**config.mk**
```make
export PLATFORM = sky130hd
export DESIGN_NAME = piece_collision_scanner
export DESIGN_NICKNAME = d
export VERILOG_FILES = /design/src/rtl/tetris_pkg.sv /design/src/rtl/piece_shape_rom.sv /design/src/rtl/piece_collision_scanner.sv
export SDC_FILE = /design/constraint.sdc
export NUM_CORES = 1
export LEC_CHECK = 0
export BUFFER_PORTS_ARGS = -buffer_cell sky130_fd_sc_hd__buf_2
export CAP_MARGIN = 20
export CELL_PAD_IN_SITES_DETAIL_PLACEMENT = 0
export CELL_PAD_IN_SITES_GLOBAL_PLACEMENT = 1
export CORE_UTILIZATION = 39
export DETAILED_ROUTE_END_ITERATION = 8
export PLACE_DENSITY_LB_ADDON = 0.1
export SLEW_MARGIN = 0
export SYNTH_ARGS = -nofsm -noshare
export SYNTH_HDL_FRONTEND = slang
export SYNTH_SLANG_ARGS = --single-unit
```
**constraint.sdc**
```tcl
create_clock -name clk -period 3.16 [get_ports clk]
set_clock_uncertainty 0.15 [all_clocks]
set_input_delay 0.948 -clock clk [delete_from_list [all_inputs] [get_ports clk]]
set_output_delay 0.948 -clock clk [all_outputs]
set_load 0.05 [all_outputs]
```
**src/rtl/tetris_pkg.sv**
```systemverilog
`default_nettype none
// +----------------------------------------------------------------------------+
// | Package : tetris_pkg                                                       |
// | Purpose : Shared board geometry defaults, piece-type codes, the 4x4 piece  |
// |           shape table and the scanner FSM state encoding.                  |
// | Shape mask: bit (15-idx) is the cell at row idx[3:2], col idx[1:0],        |
// |           row 0 at the top. Rotations step clockwise.                      |
// | Revision: 1.0  initial release                                             |
// +----------------------------------------------------------------------------+
package tetris_pkg;

  localparam int BOARD_W_DEF = 10;
  localparam int BOARD_H_DEF = 20;

  localparam logic [2:0] PIECE_I    = 3'd0;
  localparam logic [2:0] PIECE_J    = 3'd1;
  localparam logic [2:0] PIECE_L    = 3'd2;
  localparam logic [2:0] PIECE_O    = 3'd3;
  localparam logic [2:0] PIECE_S    = 3'd4;
  localparam logic [2:0] PIECE_T    = 3'd5;
  localparam logic [2:0] PIECE_Z    = 3'd6;
  localparam logic [2:0] PIECE_NONE = 3'd7;

  // [type][rot]; PIECE_NONE has no row and maps to an empty mask in the ROM.
  localparam logic [15:0] SHAPE_TABLE [7][4] = '{
    '{16'h0F00, 16'h2222, 16'h00F0, 16'h4444},  // I
    '{16'h8E00, 16'h6440, 16'h0E20, 16'h44C0},  // J
    '{16'h2E00, 16'h4460, 16'h0E80, 16'hC440},  // L
    '{16'h6600, 16'h6600, 16'h6600, 16'h6600},  // O
    '{16'h6C00, 16'h4620, 16'h06C0, 16'h8C40},  // S
    '{16'h4E00, 16'h4640, 16'h0E40, 16'h4C40},  // T
    '{16'hC600, 16'h2640, 16'h0C60, 16'h4C80}   // Z
  };

  typedef enum logic [1:0] {
    ST_IDLE  = 2'd0,
    ST_SCAN  = 2'd1,
    ST_DRAIN = 2'd2,
    ST_RESP  = 2'd3
  } scan_state_t;

endpackage
`default_nettype wire

```
**src/rtl/piece_shape_rom.sv**
```systemverilog
`default_nettype none
// +----------------------------------------------------------------------------+
// | Module  : piece_shape_rom                                                  |
// | Purpose : Combinational (piece type, rotation) -> 16-bit 4x4 shape mask.   |
// | Ports   : piece_type [2:0] in  piece code, 7 = no piece                    |
// |           rot        [1:0] in  rotation 0..3                               |
// |           mask      [15:0] out shape mask, 0 for no piece                  |
// | Revision: 1.0  initial release                                             |
// +----------------------------------------------------------------------------+
module piece_shape_rom
  import tetris_pkg::*;
(
  input  logic [2:0]  piece_type,
  input  logic [1:0]  rot,
  output logic [15:0] mask
);

  always_comb begin
    mask = '0;
    if (piece_type != PIECE_NONE) begin
      mask = SHAPE_TABLE[piece_type][rot];
    end
  end

endmodule
`default_nettype wire

```
**src/rtl/piece_collision_scanner.sv**
```systemverilog
`default_nettype none
// +----------------------------------------------------------------------------+
// | Module  : piece_collision_scanner                                          |
// | Purpose : Walks a candidate piece's 4x4 shape grid one cell per clock,     |
// |           reads board occupancy for each in-board active cell and reports |
// |           collision / out-of-bounds with a fixed response latency.         |
// | Ports   : clk, rst_n (async, active low)                                   |
// |           req_valid/req_ready, req_type[2:0], req_rot[1:0],                |
// |           req_x[4:0] (signed), req_y[5:0] (signed)  - check request        |
// |           brd_rd_en, brd_rd_x[3:0], brd_rd_y[4:0], brd_rd_data - board RAM |
// |           rsp_valid/rsp_ready, rsp_collide, rsp_oob  - result              |
// |           rsp_cells[35:0] (only with PIECE_CELLS_OUT_EN) - active cell     |
// |           coordinates {x[3:0],y[4:0]} in scan order, cell0 in [8:0]        |
// | Config  : define PIECE_CELLS_OUT_EN to add the rsp_cells port.             |
// | Revision: 1.0  initial release                                             |
// +----------------------------------------------------------------------------+
module piece_collision_scanner
  import tetris_pkg::*;
#(
  parameter int BOARD_W = BOARD_W_DEF,
  parameter int BOARD_H = BOARD_H_DEF
) (
  input  logic        clk,
  input  logic        rst_n,
  input  logic        req_valid,
  output logic        req_ready,
  input  logic [2:0]  req_type,
  input  logic [1:0]  req_rot,
  input  logic [4:0]  req_x,
  input  logic [5:0]  req_y,
  output logic        brd_rd_en,
  output logic [3:0]  brd_rd_x,
  output logic [4:0]  brd_rd_y,
  input  logic        brd_rd_data,
  output logic        rsp_valid,
  input  logic        rsp_ready,
  output logic        rsp_collide,
  output logic        rsp_oob
`ifdef PIECE_CELLS_OUT_EN
  ,
  output logic [35:0] rsp_cells
`endif
);

  localparam logic [6:0] LIM_X = 7'(BOARD_W);
  localparam logic [6:0] LIM_Y = 7'(BOARD_H);

  scan_state_t state_q, state_d;
  logic [3:0]  idx_q;
  logic [2:0]  type_q;
  logic [1:0]  rot_q;
  logic [4:0]  x_q;
  logic [5:0]  y_q;
  logic        collide_q, oob_q, rd_pend_q;

  logic [15:0] mask;
  logic [6:0]  ax, ay;
  logic        accept, cell_active, cell_oob, cell_read;

  piece_shape_rom u_rom (
    .piece_type (type_q),
    .rot        (rot_q),
    .mask       (mask)
  );

  // 7-bit signed sums: wide enough that -16+3 and 31+3 never wrap.
  assign ax = {{2{x_q[4]}}, x_q} + {5'd0, idx_q[1:0]};
  assign ay = {y_q[5], y_q}      + {5'd0, idx_q[3:2]};

  assign cell_active = (state_q == ST_SCAN) && mask[4'd15 - idx_q];
  // Bit 6 is the sign; upper-limit compares only apply to non-negative values.
  assign cell_oob    = cell_active &&
                       (ax[6] || (ax >= LIM_X) || (!ay[6] && (ay >= LIM_Y)));
  // Cells above the board (ay<0) are legal spawn-zone cells and need no read.
  assign cell_read   = cell_active && !cell_oob && !ay[6];

  assign req_ready   = rst_n && (state_q == ST_IDLE);
  assign accept      = req_valid && req_ready;

  assign brd_rd_en   = cell_read;
  assign brd_rd_x    = cell_read ? ax[3:0] : 4'd0;
  assign brd_rd_y    = cell_read ? ay[4:0] : 5'd0;

  assign rsp_valid   = (state_q == ST_RESP);
  assign rsp_collide = rsp_valid && collide_q;
  assign rsp_oob     = rsp_valid && oob_q;

  always_comb begin
    state_d = state_q;
    case (state_q)
      ST_IDLE:  if (accept) state_d = ST_SCAN;
      ST_SCAN:  if (idx_q == 4'd15) state_d = ST_DRAIN;
      ST_DRAIN: state_d = ST_RESP;
      ST_RESP:  if (rsp_ready) state_d = ST_IDLE;
      default:  state_d = ST_IDLE;
    endcase
  end

  always_ff @(posedge clk or negedge rst_n) begin
    if (!rst_n) begin
      state_q   <= ST_IDLE;
      idx_q     <= 4'd0;
      type_q    <= 3'd0;
      rot_q     <= 2'd0;
      x_q       <= 5'd0;
      y_q       <= 6'd0;
      collide_q <= 1'b0;
      oob_q     <= 1'b0;
      rd_pend_q <= 1'b0;
    end else begin
      state_q   <= state_d;
      rd_pend_q <= cell_read;
      if (accept) begin
        type_q    <= req_type;
        rot_q     <= req_rot;
        x_q       <= req_x;
        y_q       <= req_y;
        idx_q     <= 4'd0;
        collide_q <= 1'b0;
        oob_q     <= 1'b0;
      end
      if (state_q == ST_SCAN) idx_q <= idx_q + 4'd1;
      if (cell_oob) oob_q <= 1'b1;
      // Read data lands one cycle after the strobe; DRAIN covers the idx15 read.
      if (rd_pend_q && brd_rd_data) collide_q <= 1'b1;
    end
  end

`ifdef PIECE_CELLS_OUT_EN
  logic [2:0]  cell_cnt_q;
  logic [35:0] cells_q;

  always_ff @(posedge clk or negedge rst_n) begin
    if (!rst_n) begin
      cell_cnt_q <= 3'd0;
      cells_q    <= '0;
    end else if (accept) begin
      cell_cnt_q <= 3'd0;
      cells_q    <= '0;
    end else if (cell_active) begin
      for (int k = 0; k < 4; k++) begin
        if (cell_cnt_q == 3'(k)) cells_q[k*9 +: 9] <= {ax[3:0], ay[4:0]};
      end
      cell_cnt_q <= cell_cnt_q + 3'd1;
    end
  end

  assign rsp_cells = cells_q;
`endif

endmodule
`default_nettype wire
```
Word level (Yosys, flattened, before mapping)
Memories as Yosys holds them, arrays and structs flattened.
Index checks and enable logic that the tools add are counted.
- register bits: 25
- output and inout bits: 14
- bits of input ports: 21
- word-level logic and storage cells: 67
- memory bits (read-only): 512
- memories kept: 1
- bitwise operators: 2
- order comparisons: 5
- mux-type cells: 19
- equality and inequality tests: 8
- reductions and logical operators: 19
- add/subtract/negate cells: 4
- memory list (name ; words ; bits a word ; read ports ; clocked after Yosys merged registers in ; wr ports ; RTL line ; source):
    (name not given) ; 8 ; 64 ; 1 ; 0 ; 0 ; piece_shape_rom.sv:21 ; mask = SHAPE_TABLE[piece_type][rot];
- operators with widths (kind ; count):
    64-bit two-way mux ; 2
    16-bit two-way mux ; 3
    16-bit binary-select mux with 2-bit select ; 1
    4-bit two-way mux ; 3
    1-bit logical AND ; 10
    2-bit case mux with 4 select lines ; 1
    6-bit by 3-bit adder with 7-bit output ; 1
    7-bit by 4-bit >= comparator with 1-bit output (second input constant) ; 1
    7-bit by 5-bit >= comparator with 1-bit output (second input constant) ; 1
    5-bit by 3-bit adder with 6-bit output ; 1
    2-bit two-way mux ; 3
    2-bit nonzero test ; 3
    4-bit by 5-bit less-than comparator with 1-bit output (second input constant) ; 1
    5-bit two-way mux ; 1
    4-bit by 1-bit adder with 4-bit output (second input constant) ; 1
    1-bit binary-select mux with 4-bit select ; 1
    2-bit == test (second input constant) ; 2
    4-bit == test (second input constant) ; 1
    4-bit >= comparator (second input constant) ; 1
    1-bit two-way mux ; 4
    2-bit by 1-bit inequality test with 1-bit output (second input constant) ; 2
    3-bit NOT with 4-bit output ; 1
    4-bit subtractor (first input constant) ; 1
    3-bit >= comparator (second input constant) ; 1
    other kinds (8) ; 10

Longest topological paths before layout
Gate-level depths: netlist of run 1.
- depth in word-level cells: 16
- gate-level depth with buffers: 10

By module
Synthesis of run 1 repeated with hierarchy kept, for this count alone.
- cells, all modules: 235
- area total of the unflattened synthesis: 2164.6 um2
- by module, submodules not included (module ; cells an instance ; times used ; area each (um2)):
    piece_collision_scanner ; 152 ; 1 ; 1579.0
    piece_shape_rom ; 83 ; 1 ; 585.6

Worst setup path before layout of run 1
Ideal clock, no wire load.
- kind: flip-flop to output port
- start: register idx_q[3]
- end: output port brd_rd_x[0]
- stages on the path, launching flop included: 10
- data arrival time: 2.626 ns
- path slack: -0.564 ns
- cells stage by stage: dfrtp_1 > inv_1 > fa_1 > a211oi_1 > mux2i_1 > a31oi_1 > o211a_1 > nand4_4 > inv_2 > and2_1
- longest elaborated chain between the ends: 9
- elaborated cells on any way between the ends: 14
- ends and longest elaborated chain (element ; RTL line ; source):
    start: declaration ; piece_collision_scanner.sv:49 ; logic [3:0] idx_q;
    start signal: assignment ; piece_collision_scanner.sv:122 ; if (state_q == ST_SCAN) idx_q <= idx_q + 4'd1;
    6-bit by 3-bit adder with 7-bit output or 4-bit subtractor (tied branches) ; piece_collision_scanner.sv:68, piece_collision_scanner.sv:70 ;
    7-bit by 5-bit >= comparator with 1-bit output (tied with other cells) ; piece_collision_scanner.sv:73 ; (ax[6] || (ax >= LIM_X) || (!ay[6] && (ay >= LIM_Y)));
    1-bit logical AND or 1-bit two-way mux (tied branches) ; piece_collision_scanner.sv:73, piece_collision_scanner.sv:70 ;
    1-bit logical OR or 1-bit logical AND (tied branches) ; piece_collision_scanner.sv:73, piece_collision_scanner.sv:70 ;
    1-bit logical AND ; piece_collision_scanner.sv:72 ; assign cell_oob = cell_active &&
    1-bit logical NOT ; piece_collision_scanner.sv:75 ; assign cell_read = cell_active && !cell_oob && !ay[6];
    1-bit logical AND ; piece_collision_scanner.sv:75 ;
    1-bit logical AND * ; piece_collision_scanner.sv:75 ;
    via brd_rd_en ; piece_collision_scanner.sv:31 ; output logic brd_rd_en,
    4-bit two-way mux * ; piece_collision_scanner.sv:81 ; assign brd_rd_x = cell_read ? ax[3:0] : 4'd0;
    end: declaration ; piece_collision_scanner.sv:32 ; output logic [3:0] brd_rd_x,
The timed path passes the listed nets; every way through them passes the cells marked *. The select of a mux whose other input is x is not followed.

Worst setup path in the final report of run 1
- start: register y_q[0]
- end: output port brd_rd_y[2]
- longest elaborated chain between the ends: 9
- elaborated cells on any way between the ends: 10
- ends and longest elaborated chain (element ; RTL line ; source):
    start: declaration ; piece_collision_scanner.sv:53 ; logic [5:0] y_q;
    start signal: assignment ; piece_collision_scanner.sv:117 ; y_q <= req_y;
    6-bit by 3-bit adder with 7-bit output * ; piece_collision_scanner.sv:68 ; assign ay = {y_q[5], y_q} + {5'd0, idx_q[3:2]};
    7-bit by 5-bit >= comparator with 1-bit output or 1-bit logical NOT (tied branches) ; piece_collision_scanner.sv:73, piece_collision_scanner.sv:75 ;
    1-bit logical AND ; piece_collision_scanner.sv:73 ;
    1-bit logical OR ; piece_collision_scanner.sv:73 ;
    1-bit logical AND ; piece_collision_scanner.sv:72 ;
    1-bit logical NOT ; piece_collision_scanner.sv:75 ;
    1-bit logical AND (2 in a row) ; piece_collision_scanner.sv:75 ;
    5-bit two-way mux * ; piece_collision_scanner.sv:82 ; assign brd_rd_y = cell_read ? ay[4:0] : 5'd0;
    end: declaration ; piece_collision_scanner.sv:33 ; output logic [4:0] brd_rd_y,
Mark *: on every way between the ends. The rest lies on a longest branch, timed or not.

==> results.md, run 1 <==
- Clk network pwr share: 6.6%
- Status: finished, violations left
- Critical path's largest stage delay: 0.36 ns
- Max VDD drop: 474 uV
- End of the critical path: brd_rd_y[2]
- Register area: 626 um2
- LEAKAGE: 1.29 nW
- Placed insts: 349
- RSZ-0062 raised after global routing: true
- Total Routing Usage GR: 18.9%
- Number of cells on the worst reg-to-reg path: 12
- Finished Cell Area: 0.00283 mm2
- Setup violators final: 10
- Tot Pwr: 0.00285 W
- Critical-path cell list: ha_2 > inv_2 > fa_2 > a211oi_2 > mux2i_1 > a31oi_1 > o211a_1 > nand4_4 > buf_12 > nor2_4 > buf_6
- Worst path slowest cell: dfrtp_1
- Multi-input gate area: 0.00142 mm2
- Vias in the first global route: 1,731
- Starting Density: 40.3%
- Max-cap violations: 0
- Worst Hold Class: register to register
- Nets: 327
- Commonest cells after routing, fill and taps aside: 34 x buf_4, 25 x dfrtp_1, 24 x buf_2
- Number of diodes: 0
- R2R setup slack: 0.71 ns
- CTS Sinks: 25
- Switching Fraction: 45.3%
- H-Tree Depth: 1
- Worst Tran Pin Value: 0.499 ns
- Yosys Warn Count: 0
- Final Hold Violating Endpoints: 0
- Critical path startpoint: y_q[0]
- Yosys cell types: 51
- Initial DRT Pass Iterations: 4
- Die ar.: 0.00557 mm2
- Residual DRC: 0
- Die W: 74.6 um
- Seq/Total Area, Yosys: 30.4%
- Largest net degree at the start of global routing: 26
- Internal Power: 0.00156 W
- Post-synth net total: 263
- First-pass GRT wire length: 8060 um
- CTS clk-pin slew, worst paths: 0.08 ns
- CTS tree: built
- Flop pwr share: 22.2%
- Fin cells: 356
- Die Ht: 74.6 um
- Maximum root-to-sink buffer count: 2
- Mean Syn Cell Area: 9.23 um2
- Synth async-reset ratio: 100%
- GPL Wtd Cong: 0.858
- Layout fillers: 459
- CP Launch Type: register
- Routed WL: 4890 um
- Pwr/cell area: 1010 mW/mm2
- Crit Path Class: register to output pin
- CP arrival: 2.53 ns
- Synth Cell Area: 0.00206 mm2
- Combinational power share: 71.3%
- Congestion Overflow GR: 0
- Top FF cell, synth: dfrtp_1
- Reg2reg end: rd_pend_q
- Slew Viols, Final: 0
- Placed cell area: 0.00267 mm2
- Most common cell after layout, fill and taps aside: buf_4
- Tcrit/Tclk final: 115%
- Post-route ant nets: 0
- Initial antenna violation count: 0
- Slew margin rel.: 66.7%
- WL/cell: 13.7 um
- Critical R2R Launch: y_q[0]
- DP Wirelength: 3810 um
- Fmax achieved: 0.276 GHz
- Synth top area cells: dfrtp_1 30%, ha_1 10%, mux2_2 9.8%
- Starting DRC count in detailed routing: 71
- Worst-path maximum fanout: 6
- Row count: 26
- Post-synth EDFFs: 0
- Synth top area share: 30.4%
- Worst path required time: 2.06 ns
- Synth area leader: dfrtp_1
- Violated checks: negative setup slack
- IO buf count: 34
- Sum Neg Setup Slack: -4.56 ns
- Share of layout cells above drive strength 1: 41.6%
- # IOs: 35
- Synthesized instance count: 223
- Average vias per placed instance: 5.18
- Root buf cell: clkbuf_8
- Via count: 1,844
- Clk_lat worst skew: 0.27 ns
- Final core occ: 55.4%
- Setup ws final: -0.465 ns
- Final min period: 3.63 ns
- Cts bufs inserted: 3
- Layout area overhead: 37.5%
- Core Area: 0.00511 mm2
- P_sw: 0.00129 W
- Seq cells post-synth: 25
- CP endpoint kind: output pin
timing repair:
action	CTS	global route
gates resized for setup	23	6
setup buffers	2	1
hold buffers	0	0
setup endpoints to repair	10	10
pin swaps	4	5
kinds of logic after synthesis:
logic type	Yosys count	share of synthesized area, %
multiplexers	22	11.8
XOR/XNOR	8	3.40
AO/OA/AOI/OAI	52	17.8
adder cells (fa/ha/maj)	19	12.3
flip-flops	25	30.4
AND/OR/NAND/NOR	69	18.5
buffers and inverters	28	5.77
worst min path at each step:
stage | to | startpoint | cells after the start | slack (ns)
after floorplan | oob_q | oob_q | 2 | 0.29
after global placement | collide_q | collide_q | 1 | 0.33
after detailed placement | collide_q | collide_q | 1 | 0.32
after CTS | collide_q | rd_pend_q | 1 | 0.35
after global routing | collide_q | rd_pend_q | 1 | 0.36
final | collide_q | rd_pend_q | 1 | 0.34
routing by layer:
metal | vias to the layer above | GRT usage [%] | wire (um)
met2 | 36 | 30.1 | 2350
li1 | 924 | - | -
met3 | 8 | 2.28 | 135
met5 | - | 0 | 0
met4 | 0 | 6.50 | 57
met1 | 876 | 26.5 | 2340
registers in the layout (all words and copies together) (netlist names):
name / cells
oob_q: 1
type_q: 3
state_q: 2
x_q: 5
rd_pend_q: 1
collide_q: 1
y_q: 6
rot_q: 2
idx_q: 4
worst max-delay path: cells and delay by family, from the launching register on:
kind                       cells  cell delay (ns)
buffers and inverters          3             0.38
muxes                          1             0.11
AOI/OAI and AO/OA              3             0.67
adders and majority gates      2             0.54
DFF                            1             0.36
and+or+nand+nor                2             0.20
per-stage QoR:
step / hold slack (ns) / setup slack (ns)
finish: 0.344 / -0.465
global route: 0.359 / -0.643
CTS: 0.352 / -0.569
detailed placement: 0.322 / -0.360
global placement: 0.326 / -0.328
floorplan: 0.292 / -0.327
cell usage after synthesis (2+ instances only):
master,instances
dfrtp_1,25
nand2_1,19
mux2_2,18
ha_1,17
nor2_1,16
inv_1,13
o21ai_0,12
o211ai_1,9
a21oi_1,6
and2_1,6
buf_2,5
clkbuf_1,5
xnor2_1,5
a31oi_1,4
and3b_1,4
mux2i_1,4
nand2b_1,4
nor2b_1,4
buf_1,3
nand3_1,3
nand3b_1,3
o2111ai_1,3
xor2_1,3
a211oi_1,2
a21o_1,2
fa_1,2
nand4_1,2
layout make-up:
type | instances | area share [%]
clock buffer | 4 | 1.59
inverter | 14 | 2.12
multi-input combinational | 170 | 50.1
tap | 70 | 3.09
sequential | 25 | 22.1
timing repair buffer | 73 | 21.0
power groups by stage:
stage	sequential [W]	combinational [W]	clock, W
after floorplan	0.000599	0.00136	0
after global placement	0.000630	0.00198	0
after detailed placement	0.000633	0.00198	0
after CTS	0.000627	0.00202	0.000197
after global routing	0.000660	0.00224	0.000209
final	0.000631	0.00203	0.000187
Power figures use the tool's default switching activity.
==> run 2: changes to the inputs <==
- CORE_UTILIZATION: 39 -> 46
- clock period: 3.16 -> 4.4 ns (I/O delays scaled with it)
==> results.md, run 2 (synthesized netlist as in run 1, its figures left out) <==
- Setup violators final: 0 (-10)
- Most common cell after layout, fill and taps aside: buf_2
- Vias in the first global route: 1,535 (-11%)
- Starting DRC count in detailed routing: 148 (+110%)
- # IOs: 35 (unchanged)
- Layout area overhead: 14.0%
- Critical path startpoint: type_q[0]
- Worst Tran Pin Value: 0.673 ns (+0.174 ns)
- LEAKAGE: 1.10 nW (-15%)
- Top Registers: y_q (6), x_q (5), idx_q (4)
- Biggest register: y_q
- Cts bufs inserted: 3 (unchanged)
- Combinational power share: 61.0% (-10 points)
- Largest net degree at the start of global routing: 26 (unchanged)
- Via count: 1,756 (-4.8%)
- Nets: 295 (-9.8%)
- Worst Hold Class: register to register
- IO buf count: 34 (unchanged)
- Total Routing Usage GR: 21.4% (+2.6 points)
- Sum Neg Setup Slack: 0 ns (+4.56 ns)
- Routed WL: 4560 um (-6.8%)
- Average vias per placed instance: 5.78 (+12%)
- Worst-path maximum fanout: 8 (+2)
- Starting Density: 49.7% (+9.4 points)
- Die Ht: 68.9 um (-7.7%)
- Clk_lat worst skew: 0.28 ns (about the same)
- Worst path required time: 2.93 ns (+0.87 ns)
- H-Tree Depth: 1 (unchanged)
- Critical R2R Launch: type_q[0]
- Clk network pwr share: 8.5% (+1.9 points)
- Tcrit/Tclk final: 96.0%
- Row count: 23 (-12%)
- Pwr/cell area: 726 mW/mm2 (-28%)
- Slew Viols, Final: 0 (unchanged)
- Maximum root-to-sink buffer count: 2 (unchanged)
- CTS Sinks: 25 (unchanged)
- P_sw: 0.000826 W (-36%)
- Max FFs per register: 6 (unchanged)
- CTS tree: built
- Final Hold Violating Endpoints: 0 (unchanged)
- Max VDD drop: 471 uV (-0.71%)
- Postcts setup bufs: 0 (-2)
- Fin cells: 304 (-15%)
- Slew margin rel.: 55.1% (-12 points)
- GPL Wtd Cong: 0.788 (-8.2%)
- Flop pwr share: 30.4% (+8.2 points)
- Initial antenna violation count: 0 (unchanged)
- Share of layout cells above drive strength 1: 28.3% (-13 points)
- Residual DRC: 0 (unchanged)
- Max-cap violations: 0 (unchanged)
- CTS clk-pin slew, worst paths: 0.10 ns (+0.02 ns)
- Congestion Overflow GR: 0 (unchanged)
- DP Wirelength: 3280 um (-14%)
- R2R setup slack: 2.05 ns (+1.34 ns)
- CP endpoint kind: output pin
- First-pass GRT wire length: 7390 um (-8.3%)
- Placed insts: 300 (-14%)
- Initial DRT Pass Iterations: 4 (unchanged)
- Crit Path Class: register to output pin
- Core Area: 0.00414 mm2 (-19%)
- Internal Power: 0.000877 W (-44%)
- CP Launch Type: register
- Commonest cells after routing, fill and taps aside: 32 x buf_2, 24 x dfrtp_1, 19 x nand2_1
- Switching Fraction: 48.5% (+3.2 points)
- Die ar.: 0.00475 mm2 (-15%)
- Fmax achieved: 0.237 GHz
- CP arrival: 2.75 ns (+0.22 ns)
- # hold bufs at CTS: 0 (unchanged)
- Hold Path Origin: rd_pend_q
- Final min period: 4.22 ns
- Status: complete, no violations
- Die W: 68.9 um (-7.7%)
- WL/cell: 15.0 um (+9.2%)
- Root buf cell: clkbuf_8
- Post-route ant nets: 0 (unchanged)
- Number of diodes: 0 (unchanged)
run 2: cell types whose count changed in the layout (fill, tap and decap cells not counted), sizes merged:
cell      change
inv           +1
clkinvlp      +1
buf          -34
clkbuf        +1
clkinv        -1
run 2: worst paths after layout:
| check | endpoint | cells past startpoint |
|---|---|---|
| worst max-delay path | brd_rd_y[0] | 10 |
| worst max register to register | rd_pend_q | 8 |
| min in group asynchronous | x_q[2] | 2 |
| max in group asynchronous | idx_q[3] | 2 |
| worst min register to register | collide_q | 1 |
| worst min-delay path | collide_q | 1 |
run 2: critical path, cell delays in order, from the launching register on:
cell,delay [ns]
dfrtp_1,0.44
inv_1,0.16
ha_1,0.28
or4b_1,0.47
a32oi_2,0.24
nor2_1,0.08
a21oi_2,0.15
nand4_4,0.19
inv_2,0.12
and2_1,0.13
clkbuf_4,0.22
run 2: through the flow:
step	hold WS, ns	power, W	utilization [%]	area, um2	setup slack (ns)
2_1_floorplan	0.292	0.00131	-	2060	0.304
3_5_place_dp	0.334	0.00154	55.0	2280	0.345
5_1_grt	0.376	0.00186	56.6	2350	-0.000917
4_1_cts	0.366	0.00170	56.2	2330	0.0375
6_report	0.359	0.00170	56.6	2350	0.176
3_3_place_gp	0.324	0.00154	55.0	2280	0.378
run 2: timing repair:
item,in CTS,in global routing
gates cloned,0,0
hold endpoints to repair,0,0
setup endpoints to repair,2,10
pin swaps,0,2
resized for setup,1,5
run 2: area by class of cell:
class                           instances  area (um2)
Timing Repair Buffer                   41         228
Tap cell                               50        62.6
Clock buffer                            3        41.3
Inverter                               14        52.6
Sequential cell                        25         627
Fill cell                             399        1800
Multi-Input combinational cell        170        1330
Clock inverter                          1        7.51
run 2: per-layer routing:
metal  up-vias  global-route usage [%]  routed length, um
met2        45                    31.9               2000
met4         0                    8.16                 59
li1        860                       -                  -
met1       845                    31.0               2320
met3         6                    3.13                176
met5         -                       0                  0
run 2: power groups by stage:
| stage | registers [W] | clock network [W] | logic (W) |
|---|---|---|---|
| 6_report | 0.000518 | 0.000145 | 0.00104 |
| 5_1_grt | 0.000542 | 0.000155 | 0.00117 |
| 4_1_cts | 0.000516 | 0.000155 | 0.00103 |
| 3_5_place_dp | 0.000521 | 0 | 0.00102 |
| 3_3_place_gp | 0.000520 | 0 | 0.00102 |
| 2_1_floorplan | 0.000428 | 0 | 0.000885 |
==> run 3: changes to the inputs <==
- CORE_MARGIN: default -> 8
==> results.md, run 3 (synthesized netlist as in run 1, its figures left out) <==
- Status: complete, no violations
- Die ar.: 0.00687 mm2 (+45%)
- Internal Power: 0.000875 W (-0.13%)
- Fmax achieved: 0.237 GHz (+0.28%)
- Largest net degree at the start of global routing: 29 (+12%)
- Biggest register: y_q
- Worst hold path depth: 1 (unchanged)
- Tot Pwr: 0.00169 W (-0.80%)
- Number of cells on the worst reg-to-reg path: 8 (unchanged)
- Worst-path maximum fanout: 8 (unchanged)
- Nets: 296 (+0.34%)
- Top Registers: y_q (6), x_q (5), idx_q (4)
- Switching Fraction: 48.2% (-0.35 points)
- Critical-path cell list: inv_1 > ha_1 > or4b_1 > a32oi_1 > nor2_1 > a21oi_2 > nand4_4 > inv_2 > and2_1 > clkbuf_4
- Sum Neg Setup Slack: 0 ns (unchanged)
- Starting Density: 47.6% (-2.1 points)
- Residual DRC: 0 (unchanged)
- CTS Sinks: 25 (unchanged)
- GPL Wtd Cong: 0.775 (-1.6%)
- CP arrival: 2.74 ns (about the same)
- Worst Hold Class: register to register
- Tcrit/Tclk final: 95.7% (-0.27 points)
- CTS clk-pin slew, worst paths: 0.10 ns (about the same)
- Pwr/cell area: 719 mW/mm2 (-0.96%)
- CP Launch Type: register
- Routed WL: 4600 um (+1.0%)
- Max-cap violations: 0 (unchanged)
- Vias in the first global route: 1,664 (+8.4%)
- Critical path's largest stage delay: 0.45 ns (-0.02 ns)
- Final core occ: 54.4% (-2.3 points)
- Max VDD drop: 423 uV (-10%)
- CP endpoint kind: output pin
- Most common cell after layout, fill and taps aside: buf_2
- Share of layout cells above drive strength 1: 28.6% (+0.28 points)
- R2R setup slack: 2.05 ns (about the same)
- Initial antenna violation count: 0 (unchanged)
- Cts bufs inserted: 3 (unchanged)
- Die W: 82.9 um (+20%)
- Starting DRC count in detailed routing: 108 (-27%)
- # IOs: 35 (unchanged)
- Commonest cells after routing, fill and taps aside: 32 x buf_2, 23 x dfrtp_1, 19 x nand2_1
- Critical R2R Launch: type_q[0]
- P_sw: 0.000814 W (-1.5%)
- CTS tree: built
- Layout area overhead: 14.2%
- Average vias per placed instance: 5.61 (-2.9%)
- Via count: 1,722 (-1.9%)
- Number of diodes: 0 (unchanged)
- # hold bufs at CTS: 0 (unchanged)
- Post-route ant nets: 0 (unchanged)
- Flop pwr share: 30.9% (+0.5 points)
- Core Area: 0.00432 mm2 (+4.3%)
- Maximum root-to-sink buffer count: 2 (unchanged)
- Worst path required time: 2.93 ns (about the same)
- Hold Path Origin: rd_pend_q
- Combinational power share: 60.6% (-0.4 points)
- H-Tree Depth: 1 (unchanged)
- Die Ht: 82.9 um (+20%)
- Crit Path Class: register to output pin
- Worst path slowest cell: dfrtp_1
- Total Routing Usage GR: 13.2% (-8.2 points)
- First-pass GRT wire length: 7840 um (+6.1%)
- Final min period: 4.21 ns (-0.0117 ns)
- Slew margin rel.: 57.9% (+2.8 points)
- Worst Tran Pin Value: 0.631 ns (-0.0414 ns)
- Clk network pwr share: 8.4% (about the same)
- LEAKAGE: 1.10 nW (+0.19%)
- Hold Path End: collide_q
- Clk_lat worst skew: 0.28 ns (about the same)
- IO buf count: 34 (unchanged)
- Final Hold Violating Endpoints: 0 (unchanged)
- Row count: 24 (+4.3%)
- Root buf cell: clkbuf_8
- WL/cell: 15.0 um (about the same)
- Setup violators final: 0 (unchanged)
- Congestion Overflow GR: 0 (unchanged)
- Max FFs per register: 6 (unchanged)
- DP Wirelength: 3430 um (+4.6%)
- Initial DRT Pass Iterations: 4 (unchanged)
- Reg2reg end: rd_pend_q
- Slew Viols, Final: 0 (unchanged)
run 3: layout make-up:
class	count	area (um2)
Inverter	14	52.6
Clock buffer	3	41.3
Timing Repair Buffer	42	235
Fill cell	418	1970
Tap cell	52	65.1
Multi-Input combinational cell	170	1320
Clock inverter	1	7.51
Sequential cell	25	628
run 3: per-layer routing:
layer / track usage [%] / routed length [um] / vias up
li1: - / - / 864
met1: 18.1 / 2380 / 805
met2: 20.2 / 2000 / 48
met3: 2.54 / 181 / 5
met4: 4.15 / 47 / 0
met5: 0 / 0 / -
run 3: power by group through the flow:
stage | Sequential [W] | Clock (W) | Combinational, W
5_1_grt | 0.000547 | 0.000159 | 0.00116
6_report | 0.000522 | 0.000143 | 0.00102
3_5_place_dp | 0.000526 | 0 | 0.00101
2_1_floorplan | 0.000428 | 0 | 0.000885
4_1_cts | 0.000520 | 0.000151 | 0.00102
3_3_place_gp | 0.000528 | 0 | 0.00102
run 3: worst max-delay path: cells and delay by family (launching register included):
family	cells	cell delay, ns
adder cells (fa/ha/maj)	1	0.29
buffers and inverters	3	0.49
AND/OR/NAND/NOR	4	0.85
AO/OA/AOI/OAI	2	0.40
flip-flops	1	0.45
run 3: worst max path at each step:
stage	startpoint	end	slack, ns	cells past startpoint
floorplan	idx_q[3]	brd_rd_x[0]	0.30	9
global placement	idx_q[3]	brd_rd_y[0]	0.38	10
detailed placement	idx_q[3]	brd_rd_y[0]	0.31	10
CTS	y_q[0]	brd_rd_y[0]	0.02	11
global route	type_q[0]	brd_rd_x[0]	-0.005	10
finish	type_q[0]	brd_rd_x[0]	0.19	10
run 3: timing repair:
item | CTS | global route
endpoints found under the setup margin | 2 | 10
pin swaps | 0 | 2
gates resized for setup | 1 | 5
buffers inserted | 0 | 1
run 3: stage by stage:
step	hold slack, ns	worst slack [ns]	area (um2)	cells
after CTS	0.350	0.0208	2330	306
after detailed placement	0.326	0.314	2280	302
final	0.348	0.188	2350	307
after global routing	0.361	-0.00503	2350	307
after global placement	0.319	0.376	2280	302
after floorplan	0.292	0.304	2060	223
